===== config.mk =====
export PLATFORM = sky130hd
export DESIGN_NAME = sipo_frame_capture_flat
export DESIGN_NICKNAME = d
export VERILOG_FILES = /design/src/rtl/sipo_frame_capture_if.sv /design/src/rtl/sipo_frame_capture.sv /design/src/flat_wrapper.sv
export SDC_FILE = /design/constraint.sdc
export NUM_CORES = 1
export LEC_CHECK = 0
export ABC_AREA = 1
export CAP_MARGIN = 20
export CORE_UTILIZATION = 30
export DETAILED_ROUTE_END_ITERATION = 10
export SYNTH_ARGS = -nofsm -noshare
export SYNTH_HDL_FRONTEND = slang
export SYNTH_SLANG_ARGS = --single-unit

===== constraint.sdc =====
create_clock -name clk -period 1.7 [get_ports clk]
set_input_delay 0.34 -clock clk [delete_from_list [all_inputs] [get_ports clk]]
set_output_delay 0.34 -clock clk [all_outputs]
set_load 0.02 [all_outputs]

===== src/rtl/sipo_frame_capture_if.sv =====
// ---------------------------------------------------------------------------
// sipo_frame_capture_if
//
// Groups the serial input, the one-entry output buffer handshake and the
// status pulses of sipo_frame_capture.
//
// Handshake: a word transfers on every clk edge where out_valid=1 and
// out_ready=1. out_valid only falls after such a transfer, and out_data is
// held stable while out_valid=1 and out_ready=0.
//
// Signals:
//   sin          serial data from the shift-register output
//   sin_en       bit strobe, sin is only sampled when sin_en=1
//   out_data     captured word held in the output buffer
//   out_valid    out_data holds an unconsumed word
//   out_ready    consumer accepts out_data when out_valid=1
//   busy         receiver is inside a frame (data bits or stop bit)
//   frame_err    one-cycle pulse, bad stop bit
//   overrun_err  one-cycle pulse, good word dropped because buffer full
//
// Modports:
//   slave   the capture block (consumes sin, produces the word)
//   master  the serial source / word consumer side
// ---------------------------------------------------------------------------
interface sipo_frame_capture_if #(
    parameter int WIDTH = 8
) ();
    logic             sin;
    logic             sin_en;
    logic [WIDTH-1:0] out_data;
    logic             out_valid;
    logic             out_ready;
    logic             busy;
    logic             frame_err;
    logic             overrun_err;

    modport slave (
        input  sin,
        input  sin_en,
        input  out_ready,
        output out_data,
        output out_valid,
        output busy,
        output frame_err,
        output overrun_err
    );

    modport master (
        output sin,
        output sin_en,
        output out_ready,
        input  out_data,
        input  out_valid,
        input  busy,
        input  frame_err,
        input  overrun_err
    );
endinterface


===== src/rtl/sipo_frame_capture.sv =====
// ---------------------------------------------------------------------------
// sipo_frame_capture
//
// Serial-to-parallel frame receiver. Waits for a start bit, shifts in WIDTH
// data bits (one per sin_en strobe), checks the stop bit and hands the word
// to a one-entry valid/ready output buffer. Bad stop bits and words lost to
// a full buffer are reported as one-cycle pulses. All outputs are registered.
//
// Parameters:
//   WIDTH        data bits per frame (2..32)
//   MSB_FIRST    0: first data bit lands in bit 0; 1: in bit WIDTH-1
//   START_LEVEL  line level of the start bit; stop bit is its inverse
//
// Ports:
//   clk        rising-edge clock
//   reset      synchronous, active-high reset
//   bus        sipo_frame_capture_if.slave (serial in, word out, status)
//   dbg_state  current FSM state (IDLE=0, SHIFT=1, STOP=2)
// ---------------------------------------------------------------------------
module sipo_frame_capture #(
    parameter int WIDTH       = 8,
    parameter bit MSB_FIRST   = 1'b0,
    parameter bit START_LEVEL = 1'b0
) (
    input  logic                  clk,
    input  logic                  reset,
    sipo_frame_capture_if.slave   bus,
    output logic [1:0]            dbg_state
);

    localparam int CNT_W = $clog2(WIDTH + 1);

    localparam logic [1:0] IDLE  = 2'd0;
    localparam logic [1:0] SHIFT = 2'd1;
    localparam logic [1:0] STOP  = 2'd2;

    // Receiver state
    logic [1:0]       state_q, state_d;
    logic [CNT_W-1:0] cnt_q, cnt_d;
    logic [WIDTH-1:0] shreg_q, shreg_d;

    // Output buffer and status registers
    logic [WIDTH-1:0] data_q;
    logic             valid_q;
    logic             busy_q;
    logic             ferr_q;
    logic             oerr_q;

    // Per-cycle events
    logic stop_good;
    logic stop_bad;
    logic consume;
    logic load;
    logic drop;

    // -----------------------------------------------------------------------
    // Receiver next-state logic. Nothing moves unless sin_en is high.
    // -----------------------------------------------------------------------
    always_comb begin
        state_d   = state_q;
        cnt_d     = cnt_q;
        shreg_d   = shreg_q;
        stop_good = 1'b0;
        stop_bad  = 1'b0;

        if (bus.sin_en) begin
            case (state_q)
                IDLE: begin
                    // A line resting at the stop level is simply ignored.
                    if (bus.sin == START_LEVEL) begin
                        state_d = SHIFT;
                        cnt_d   = '0;
                    end
                end

                SHIFT: begin
                    // Shifting towards the far end means that after WIDTH
                    // bits the first received bit sits at bit 0 (LSB first)
                    // or at bit WIDTH-1 (MSB first), with no final reorder.
                    if (MSB_FIRST) begin
                        shreg_d = {shreg_q[WIDTH-2:0], bus.sin};
                    end else begin
                        shreg_d = {bus.sin, shreg_q[WIDTH-1:1]};
                    end
                    cnt_d = cnt_q + CNT_W'(1);
                    if (cnt_q == CNT_W'(WIDTH - 1)) begin
                        state_d = STOP;
                    end
                end

                STOP: begin
                    // Either outcome frees the line; a start bit on the very
                    // next strobe is accepted from IDLE.
                    state_d = IDLE;
                    if (bus.sin != START_LEVEL) begin
                        stop_good = 1'b1;
                    end else begin
                        stop_bad = 1'b1;
                    end
                end

                default: begin
                    state_d = IDLE;
                end
            endcase
        end
    end

    // -----------------------------------------------------------------------
    // Output buffer decisions. A consume in the same cycle as a good stop bit
    // frees the slot, so the new word replaces the old one with no bubble.
    // -----------------------------------------------------------------------
    always_comb begin
        consume = valid_q & bus.out_ready;
        load    = stop_good & (~valid_q | consume);
        drop    = stop_good & valid_q & ~consume;
    end

    // -----------------------------------------------------------------------
    // Receiver registers
    // -----------------------------------------------------------------------
    always_ff @(posedge clk) begin
        if (reset) begin
            state_q <= IDLE;
            cnt_q   <= '0;
            shreg_q <= '0;
        end else begin
            state_q <= state_d;
            cnt_q   <= cnt_d;
            shreg_q <= shreg_d;
        end
    end

    // -----------------------------------------------------------------------
    // Output registers. busy follows the next state so that it is high on
    // exactly the cycles the receiver spends in SHIFT or STOP.
    // -----------------------------------------------------------------------
    always_ff @(posedge clk) begin
        if (reset) begin
            data_q  <= '0;
            valid_q <= 1'b0;
            busy_q  <= 1'b0;
            ferr_q  <= 1'b0;
            oerr_q  <= 1'b0;
        end else begin
            busy_q <= (state_d != IDLE);
            ferr_q <= stop_bad;
            oerr_q <= drop;
            if (load) begin
                // The word is complete in shreg_q while in STOP.
                data_q  <= shreg_q;
                valid_q <= 1'b1;
            end else if (consume) begin
                valid_q <= 1'b0;
            end
        end
    end

    assign bus.out_data    = data_q;
    assign bus.out_valid   = valid_q;
    assign bus.busy        = busy_q;
    assign bus.frame_err   = ferr_q;
    assign bus.overrun_err = oerr_q;
    assign dbg_state       = state_q;

endmodule


===== src/flat_wrapper.sv =====
// flat-port wrapper written by rule: the top's interface ports become plain ports
module sipo_frame_capture_flat 
#(
    parameter int WIDTH       = 8,
    parameter bit MSB_FIRST   = 1'b0,
    parameter bit START_LEVEL = 1'b0
)
  (clk, reset, dbg_state, bus_sin, bus_sin_en, bus_out_ready, bus_out_data, bus_out_valid, bus_busy, bus_frame_err, bus_overrun_err);
  sipo_frame_capture_if #(.WIDTH(WIDTH)) bus_i ();
  input  logic clk;
  input  logic reset;
  output logic [1:0] dbg_state;
  input wire logic [$bits(bus_i.sin)-1:0] bus_sin;
  input wire logic [$bits(bus_i.sin_en)-1:0] bus_sin_en;
  input wire logic [$bits(bus_i.out_ready)-1:0] bus_out_ready;
  output wire logic [$bits(bus_i.out_data)-1:0] bus_out_data;
  output wire logic [$bits(bus_i.out_valid)-1:0] bus_out_valid;
  output wire logic [$bits(bus_i.busy)-1:0] bus_busy;
  output wire logic [$bits(bus_i.frame_err)-1:0] bus_frame_err;
  output wire logic [$bits(bus_i.overrun_err)-1:0] bus_overrun_err;
  assign bus_i.sin = bus_sin;
  assign bus_i.sin_en = bus_sin_en;
  assign bus_i.out_ready = bus_out_ready;
  assign bus_out_data = bus_i.out_data;
  assign bus_out_valid = bus_i.out_valid;
  assign bus_busy = bus_i.busy;
  assign bus_frame_err = bus_i.frame_err;
  assign bus_overrun_err = bus_i.overrun_err;
  sipo_frame_capture #(.WIDTH(WIDTH), .MSB_FIRST(MSB_FIRST), .START_LEVEL(START_LEVEL)) u_core (.clk(clk), .reset(reset), .bus(bus_i), .dbg_state(dbg_state));
endmodule

==> flow_metrics.env, run 1 <==
export IMPL_status="complete, no violations"
export IMPL_pwr_share_seq=0.546
export IMPL_antenna_left=0
export IMPL_dieArea_um2=3750
export IMPL_seq_area_um2=522
export IMPL_hold_path_class="reg -> reg"
export IMPL_fin_util=0.403
export IMPL_start_kind="flop"
export IMPL_wl_per_cell_um=10.7
export IMPL_critical_path_max_stage_delay_ns=0.60
export IMPL_cts_sinks=26
export IMPL_finalCriticalPeriod_ns=1.63
export IMPL_hold_slack_ns=0.469
export IMPL_netSwitchingFraction=0.219
export IMPL_drt_met1_wl_mm=1.05
export IMPL_synthTopCellsByArea="dfxtp_1, nand2_1, nand3_1, a21oi_1, inv_1"
export IMPL_wl_met3_um=92
export IMPL_syn_to_final_growth_pct=28.5
export IMPL_path_clk_slew_ns=0.15
export IMPL_hpwlAfterDp_mm=1.57
export IMPL_vias_per_cell=4.66
export IMPL_syn_area_um2=1050
export IMPL_syn_num_nets=144
export IMPL_cp_max_fo=2
export IMPL_fin_nets=166
export IMPL_drive_gt1_frac=0.107
export IMPL_die_w_um=61.3
export IMPL_p_sw_mw=0.248
export IMPL_drv_cap=0
export IMPL_rsz0062_at_grt="no"
export IMPL_end_kind="output port"
export IMPL_antenna_found_initial=0
export IMPL_routed_wl_mm=2.20
export IMPL_tns_ns=0
export IMPL_diodes=0
export IMPL_relSlewSlack=0.713
export IMPL_comb_power_share=0.072
export IMPL_ios=19
export IMPL_cts_max_path_buffers=2
export IMPL_dp_cells=201
export IMPL_num_vias=955
export IMPL_portBuffers=18
export IMPL_maxUsedRoutingLayer="met4"
export IMPL_period_share=0.959
export IMPL_final_max_slew_viol_count=0
export IMPL_drt_iter0_markers=42
export IMPL_crit_arrival_ns=1.29
export IMPL_postLayoutCellArea_um2=1350
export IMPL_grt_pass1_wl_mm=3.77
export IMPL_grt_usage=0.137
export IMPL_cts_tree="done"
export IMPL_critPathRequiredTime_ns=1.36
export IMPL_finalNonFillerCells=205
export IMPL_ir_worst_vdd_v=0.000736
export IMPL_clockPowerShare=0.381
export IMPL_powerDensity_nw_per_um2=837
export IMPL_critical_path_top_delay_family="buffers and inverters"
export IMPL_drc=0
export IMPL_synth_top_area_share=0.494
export IMPL_internal_power_mw=0.885
export IMPL_ys_warnings_count=0
export IMPL_place_gp_congestion=0.858
export IMPL_setup_viol=0
export IMPL_cts_made_buffers=3
export IMPL_synth_seq_area_share=0.494
export IMPL_multi_input_area_um2=463
export IMPL_hold_viol_final=0
export IMPL_grt_pass1_vias=902
export IMPL_row_count=21
export IMPL_fmax_mhz=613
export IMPL_coreArea_um2=3360
export IMPL_synth_largest_area_cell="dfxtp_1"
export IMPL_grt_max_degree=16
export IMPL_met2_length_mm=1.02
export IMPL_clk_latency_ns=0.33
export IMPL_synthCells=138
export IMPL_grt_overflow_total=0
export IMPL_leakage_nw=0.566
export IMPL_ys_ff_latch=26
export IMPL_fillers=375
export IMPL_placed_cell_area_um2=1300
export IMPL_cp_slowest_cell="clkdlybuf4s50_1"
export IMPL_yosys_cell_types_count=19
export IMPL_htreeDepth=1
export IMPL_die_height_um=61.3
export IMPL_crit_buf_inv=1
export IMPL_hp_start="u_core.bus.out_data[5]"
export IMPL_cts_root_buf="clkbuf_4"
export IMPL_crit_type="reg -> out"
export IMPL_worst_pin_slew_ns=0.430
export IMPL_fin_skew_ns=0.00175
export IMPL_syn_area_per_cell_um2=7.63
export IMPL_critPathLaunch="u_core.bus.out_data[3]"
export IMPL_crit_path_cell_trace="clkdlybuf4s50_1"
export IMPL_r2r_start="u_core.dbg_state[0]"
export IMPL_first_pass_iters=4
export IMPL_initial_core_util=0.313
## sequential cells by signal, summed over array words and instances (netlist names)
| name | count |
|---|---|
| u_core.bus.frame_err | 1 |
| u_core.bus.overrun_err | 1 |
| u_core.bus.busy | 1 |
| u_core.dbg_state | 2 |
| u_core.cnt_q | 4 |
| u_core.shreg_q | 8 |
| u_core.bus.out_valid | 1 |
| u_core.bus.out_data | 8 |
## what timing repair did
item	in CTS	in global routing
setup buffers	0	0
gates resized for setup	2	2
setup endpoints to repair	1	2
hold buffers	0	0
endpoints found under the hold margin	0	0
## area by class of cell
| type | count | area share |
|---|---|---|
| sequential | 26 | 0.385 |
| multi-input combinational | 95 | 0.342 |
| timing repair buffer | 22 | 0.158 |
| tap | 46 | 0.0425 |
| inverter | 12 | 0.0333 |
| clock inverter | 1 | 0.0222 |
| clock buffer | 3 | 0.0166 |
## path summary, 6_finish.rpt
check,endpoint,slack (ns),cells past startpoint
worst max-delay path,bus_out_data[3],0.07,1
worst min-delay path,u_core.bus.out_data[5],0.47,2
worst max register to register,u_core.cnt_q[3],0.45,6
worst min register to register,u_core.bus.out_data[5],0.47,2
## stage by stage
stage,power [mW],setup slack (ns)
4_1_cts,1.15,0.0481
2_1_floorplan,0.682,0.521
6_report,1.13,0.0695
5_1_grt,1.18,0.000643
3_3_place_gp,0.713,0.0865
3_5_place_dp,0.714,0.0673
## routing by layer
metal	global-route usage	vias up
met2	0.222	24
met4	0.0552	0
met3	0.0441	4
met1	0.170	436
met5	0	-
li1	-	491
## power by group through the flow
stage	combinational, mW	clock (mW)	sequential, mW
after floorplan	0.0437	0	0.638
final	0.0819	0.432	0.619
after CTS	0.0819	0.447	0.620
after global placement	0.0802	0	0.632
after global routing	0.0908	0.469	0.621
after detailed placement	0.0815	0	0.633
## logic make-up (layout without fill, tap and decap cells)
kind of cell | Yosys count | count (layout) | synth area share
and+or+nand+nor | 74 | 74 | 0.329
AOI/OAI and AO/OA | 20 | 20 | 0.0986
DFF | 26 | 26 | 0.494
adders and majority gates | 1 | 1 | 0.0119
buffers and inverters | 17 | 38 | 0.0665
## cells in the mapped netlist
| master | count |
|---|---|
| a21oi_1 | 18 |
| o21ai_1 | 1 |
| ha_1 | 1 |
| buf_2 | 2 |
| inv_2 | 2 |
| buf_4 | 1 |
| nor2_2 | 1 |
| nor2_1 | 7 |
| inv_1 | 10 |
| nor2_8 | 1 |
| nand2_4 | 2 |
| clkbuf_1 | 2 |
| nor4_1 | 2 |
| nand2_1 | 38 |
| nand2_2 | 1 |
| nor3_1 | 1 |
| dfxtp_1 | 26 |
| nand3_1 | 21 |
| o21ai_2 | 1 |
## cells in the final DEF (no fill, tap or decap), drive strengths merged
| master | count |
|---|---|
| o21ai | 2 |
| ha | 1 |
| clkdlybuf4s50 | 15 |
| nor4 | 2 |
| dlymetal6s2s | 2 |
| nor3 | 1 |
| clkbuf | 3 |
| inv | 12 |
| nand2 | 41 |
| nor2 | 9 |
| bufinv | 1 |
| buf | 4 |
| dlygate4sd2 | 1 |
| dfxtp | 26 |
| nand3 | 21 |
| a21oi | 18 |
No activity file was read; power rests on OpenSTA's default activity.
==> inputs of run 2 (changes only) <==
- CAP_MARGIN: 20 -> 15
- GPL_TIMING_DRIVEN: unset -> 0
==> run 2 against run 1 <==
Against the previous run:
- sequential cell count unchanged
- via count decreased by 1.4%
- cell area shrank 0.65%
- non-clock buffer count is 1 higher
- utilization decreased by 0.26 points
- hold slack better by 0.0013 ns
- critical path depth is the same
- routed wire length fell by 2.6%
- critical path type unchanged
- critical endpoint is now bus_out_valid
==> flow_metrics.env, run 2 (synthesized netlist as in run 1, its figures left out) <==
export IMPL_rsz0062_at_grt="no"
export IMPL_cts_sinks=26
export IMPL_whs_path_depth=2
export IMPL_post_cts_resized=3
export IMPL_postLayoutCellArea_um2=1350
export IMPL_hold_path_class="reg -> reg"
export IMPL_relSlewSlack=0.718
export IMPL_num_vias=942
export IMPL_start_kind="flop"
export IMPL_finalCriticalPeriod_ns=1.63
export IMPL_dieArea_um2=3750
export IMPL_comb_power_share=0.067
export IMPL_coreArea_um2=3360
export IMPL_cp_depth=1
export IMPL_crit_path_cell_trace="clkdlybuf4s50_1"
export IMPL_hpwlAfterDp_mm=1.61
export IMPL_placed_cell_area_um2=1290
export IMPL_final_max_slew_viol_count=0
export IMPL_reg2regPathDepth=5
export IMPL_status="complete, no violations"
export IMPL_final_cell_mix="nand2_1, dfxtp_1, nand3_1"
export IMPL_end_kind="output port"
export IMPL_netSwitchingFraction=0.215
export IMPL_diodes=0
export IMPL_worst_slack_ns=0.0726
export IMPL_cts_tree="done"
export IMPL_hold_buffers=0
export IMPL_powerDensity_nw_per_um2=834
export IMPL_critical_path_max_stage_delay_ns=0.60
export IMPL_antenna_found_initial=0
export IMPL_cp_max_fo=2
export IMPL_grt_overflow_total=0
export IMPL_cts_max_path_buffers=2
export IMPL_clockPowerShare=0.378
export IMPL_fin_nets=167
export IMPL_antenna_left=0
export IMPL_post_cts_buffers=0
export IMPL_power_total_mw=1.12
export IMPL_grt_usage=0.128
export IMPL_die_w_um=61.3
export IMPL_initial_core_util=0.313
export IMPL_syn_to_final_growth_pct=27.7
export IMPL_hold_viol_final=0
export IMPL_drt_iter0_markers=35
export IMPL_drc=0
export IMPL_vias_per_cell=4.57
export IMPL_grt_pass1_wl_mm=3.59
export IMPL_place_gp_congestion=0.811
export IMPL_fmax_mhz=614
export IMPL_htreeDepth=1
export IMPL_row_count=21
export IMPL_ir_worst_vdd_v=0.000426
export IMPL_layout_commonest_cell="nand2_1"
export IMPL_cp_slowest_cell="clkdlybuf4s50_1"
export IMPL_p_sw_mw=0.241
export IMPL_internal_power_mw=0.881
export IMPL_cts_root_buf="clkbuf_4"
export IMPL_portBuffers=18
export IMPL_critical_path_top_delay_family="buffers and inverters"
export IMPL_drv_cap=0
export IMPL_post_place_ws_ns=0.0530
export IMPL_critPathRequiredTime_ns=1.36
export IMPL_crit_type="reg -> out"
export IMPL_routed_wl_mm=2.14
export IMPL_fin_skew_ns=0.0130
export IMPL_hold_slack_ns=0.470
export IMPL_grt_max_degree=16
export IMPL_drive_gt1_frac=0.100
export IMPL_die_height_um=61.3
export IMPL_crit_arrival_ns=1.29
export IMPL_path_clk_slew_ns=0.15
export IMPL_setup_viol=0
export IMPL_tns_ns=0
export IMPL_clk_latency_ns=0.32
export IMPL_worst_pin_slew_ns=0.423
export IMPL_grt_pass1_vias=894
export IMPL_pwr_share_seq=0.555
export IMPL_leakage_nw=0.546
export IMPL_crit_buf_inv=1
export IMPL_fillers=368
export IMPL_first_pass_iters=4
export IMPL_cts_made_buffers=3
export IMPL_period_share=0.957
export IMPL_wl_per_cell_um=10.4
export IMPL_ios=19
-- run 2: through the flow --
stage / instances / utilization
finish: 206 / 0.400
CTS: 206 / 0.399
floorplan: 138 / -
global placement: 202 / 0.384
global route: 206 / 0.400
detailed placement: 202 / 0.384
-- run 2: final cells by class --
class / count / area, um2 / share of cell area
clock inverters: 1 / 30.0 / 0.0223
plain buffers: 5 / 25.0 / 0.0186
repair buffers: 18 / 180 / 0.134
clock buffers: 3 / 22.5 / 0.0167
multi-input cells: 95 / 463 / 0.344
flip-flops and latches: 26 / 522 / 0.388
inverters: 12 / 45.0 / 0.0335
well taps: 46 / 57.6 / 0.0428
-- run 2: path summary, 6_finish.rpt --
| kind | from | to | slack (ns) |
|---|---|---|---|
| setup reg to reg | u_core.dbg_state[1] | u_core.bus.out_data[0] | 0.51 |
| hold / removal | u_core.bus.out_data[7] | u_core.bus.out_data[7] | 0.47 |
| hold reg to reg | u_core.bus.out_data[7] | u_core.bus.out_data[7] | 0.47 |
| setup / recovery | u_core.bus.out_valid | bus_out_valid | 0.07 |
-- run 2: per-layer routing --
metal	vias to the layer above	global-route usage	wire [um]
met2	16	0.230	1070
met1	432	0.151	1000
met4	0	0.0227	15
met3	2	0.0378	59
li1	492	-	-
met5	-	0	0
-- run 2: power groups by stage --
stage	sequential (mW)	combinational (mW)	clock [mW]
3_3_place_gp	0.635	0.0754	0
3_5_place_dp	0.635	0.0763	0
5_1_grt	0.624	0.0830	0.458
6_report	0.622	0.0749	0.425
2_1_floorplan	0.638	0.0437	0
4_1_cts	0.623	0.0760	0.434
==> inputs of run 3 (changes only) <==
- CORE_ASPECT_RATIO: unset -> 1.25
- CORE_MARGIN: unset -> 4
==> run 3 against run 2 <==
Against the previous run:
- critical path depth unchanged
- largest power group unchanged
- critical endpoint is now bus_out_data[3]
- largest cell class unchanged
- die area is 21% higher
- global-route usage fell by 1.8 points
==> flow_metrics.env, run 3 (synthesized netlist as in run 1, its figures left out) <==
export IMPL_status="complete, no violations"
export IMPL_crit_arrival_ns=1.21
export IMPL_hold_path_class="reg -> reg"
export IMPL_postLayoutCellArea_um2=1330
export IMPL_grt_usage=0.109
export IMPL_vias_per_cell=4.84
export IMPL_ios=19
export IMPL_drv_cap=0
export IMPL_path_clk_slew_ns=0.09
export IMPL_drc=0
export IMPL_dieArea_um2=4530
export IMPL_htreeDepth=1
export IMPL_power_total_mw=1.09
export IMPL_critPathRequiredTime_ns=1.36
export IMPL_grt_max_degree=15
export IMPL_crit_type="reg -> out"
export IMPL_die_height_um=74.3
export IMPL_place_gp_congestion=0.811
export IMPL_coreArea_um2=3280
export IMPL_rsz0062_at_grt="no"
export IMPL_crit_path_cell_trace="clkdlybuf4s50_1"
export IMPL_hold_slack_ns=0.461
export IMPL_drive_gt1_frac=0.0938
export IMPL_wl_per_cell_um=10.8
export IMPL_fillers=360
export IMPL_cp_max_fo=2
export IMPL_cts_made_buffers=3
export IMPL_grt_overflow_total=0
export IMPL_grt_pass1_vias=896
export IMPL_clk_latency_ns=0.27
export IMPL_diodes=0
export IMPL_die_w_um=61.0
export IMPL_num_vias=954
export IMPL_first_pass_iters=4
export IMPL_initial_core_util=0.321
export IMPL_start_kind="flop"
export IMPL_fin_nets=167
export IMPL_setup_viol=0
export IMPL_drt_iter0_markers=40
export IMPL_antenna_found_initial=0
export IMPL_fin_util=0.406
export IMPL_cts_tree="done"
export IMPL_end_kind="output port"
export IMPL_finalNonFillerCells=197
export IMPL_final_cell_mix="nand2_1, dfxtp_1, nand3_1"
export IMPL_row_count=23
export IMPL_ir_worst_vdd_v=0.000334
export IMPL_cts_sinks=26
export IMPL_relSlewSlack=0.705
export IMPL_hpwlAfterDp_mm=1.60
export IMPL_critical_path_max_stage_delay_ns=0.60
export IMPL_worst_slack_ns=0.145
export IMPL_fin_skew_ns=0.00698
export IMPL_post_place_ws_ns=0.0791
export IMPL_leakage_nw=0.528
export IMPL_syn_to_final_growth_pct=26.5
export IMPL_fmax_mhz=643
export IMPL_dp_cells=193
export IMPL_final_max_slew_viol_count=0
export IMPL_antenna_left=0
export IMPL_finalCriticalPeriod_ns=1.55
export IMPL_powerDensity_nw_per_um2=818
export IMPL_grt_pass1_wl_mm=3.79
export IMPL_post_cts_buffers=0
export IMPL_crit_buf_inv=1
export IMPL_layout_commonest_cell="nand2_1"
export IMPL_worst_pin_slew_ns=0.442
export IMPL_portBuffers=18
export IMPL_routed_wl_mm=2.13
export IMPL_hold_viol_final=0
export IMPL_cts_max_path_buffers=2
export IMPL_critical_path_top_delay_family="buffers and inverters"
export IMPL_period_share=0.915
export IMPL_tns_ns=0
export IMPL_cts_root_buf="clkbuf_8"
export IMPL_placed_cell_area_um2=1280
export IMPL_cp_slowest_cell="clkdlybuf4s50_1"
==> run 3: cell count changes in the layout (fill, tap and decap cells not counted), sizes merged <==
cell / delta
bufinv: -1
clkbuf: +1
clkdlybuf4s50: +1
dlymetal6s2s: -1
==> run 3: routing by layer <==
layer,global-route usage,share of wire,vias up,wire length (um)
li1,-,-,493,-
met5,0,0,-,0
met4,0.0506,0.019,0,41
met2,0.185,0.47,20,991
met1,0.129,0.47,436,998
met3,0.0243,0.047,5,100
==> run 3: timing repair <==
action                     in CTS  in global routing
hold buffers                    0                  0
setup endpoints to repair       2                  0
resized for setup               2                  0
==> run 3: worst paths after layout <==
check | depth (start not counted) | slack (ns) | endpoint | startpoint
max | 1 | 0.15 | bus_out_data[3] | u_core.bus.out_data[3]
min | 2 | 0.46 | u_core.bus.out_data[5] | u_core.bus.out_data[5]
max reg2reg | 5 | 0.51 | u_core.bus.out_data[4] | u_core.dbg_state[1]
min reg2reg | 2 | 0.46 | u_core.bus.out_data[5] | u_core.bus.out_data[5]
==> run 3: area by class of cell <==
type	instances	area (um2)	share of cell area
multi-input cells	95	463	0.347
clock buffers	4	55.1	0.0413
plain buffers	5	25.0	0.0188
flip-flops and latches	26	520	0.391
well taps	37	46.3	0.0347
repair buffers	18	178	0.133
inverters	12	45.0	0.0338
==> run 3: report_power, final <==
part	internal (mW)	switching, mW
Combinational	0.0268	0.0488
Clock	0.207	0.187
Sequential	0.615	0.00588
==> run 3: worst reg2reg max path, stage by stage, from the launching register on <==
cell	delay (ns)
dfxtp_1	0.46
nand2_2	0.15
nor2_8	0.21
nand2_4	0.11
nand2_1	0.08
a21oi_1	0.05
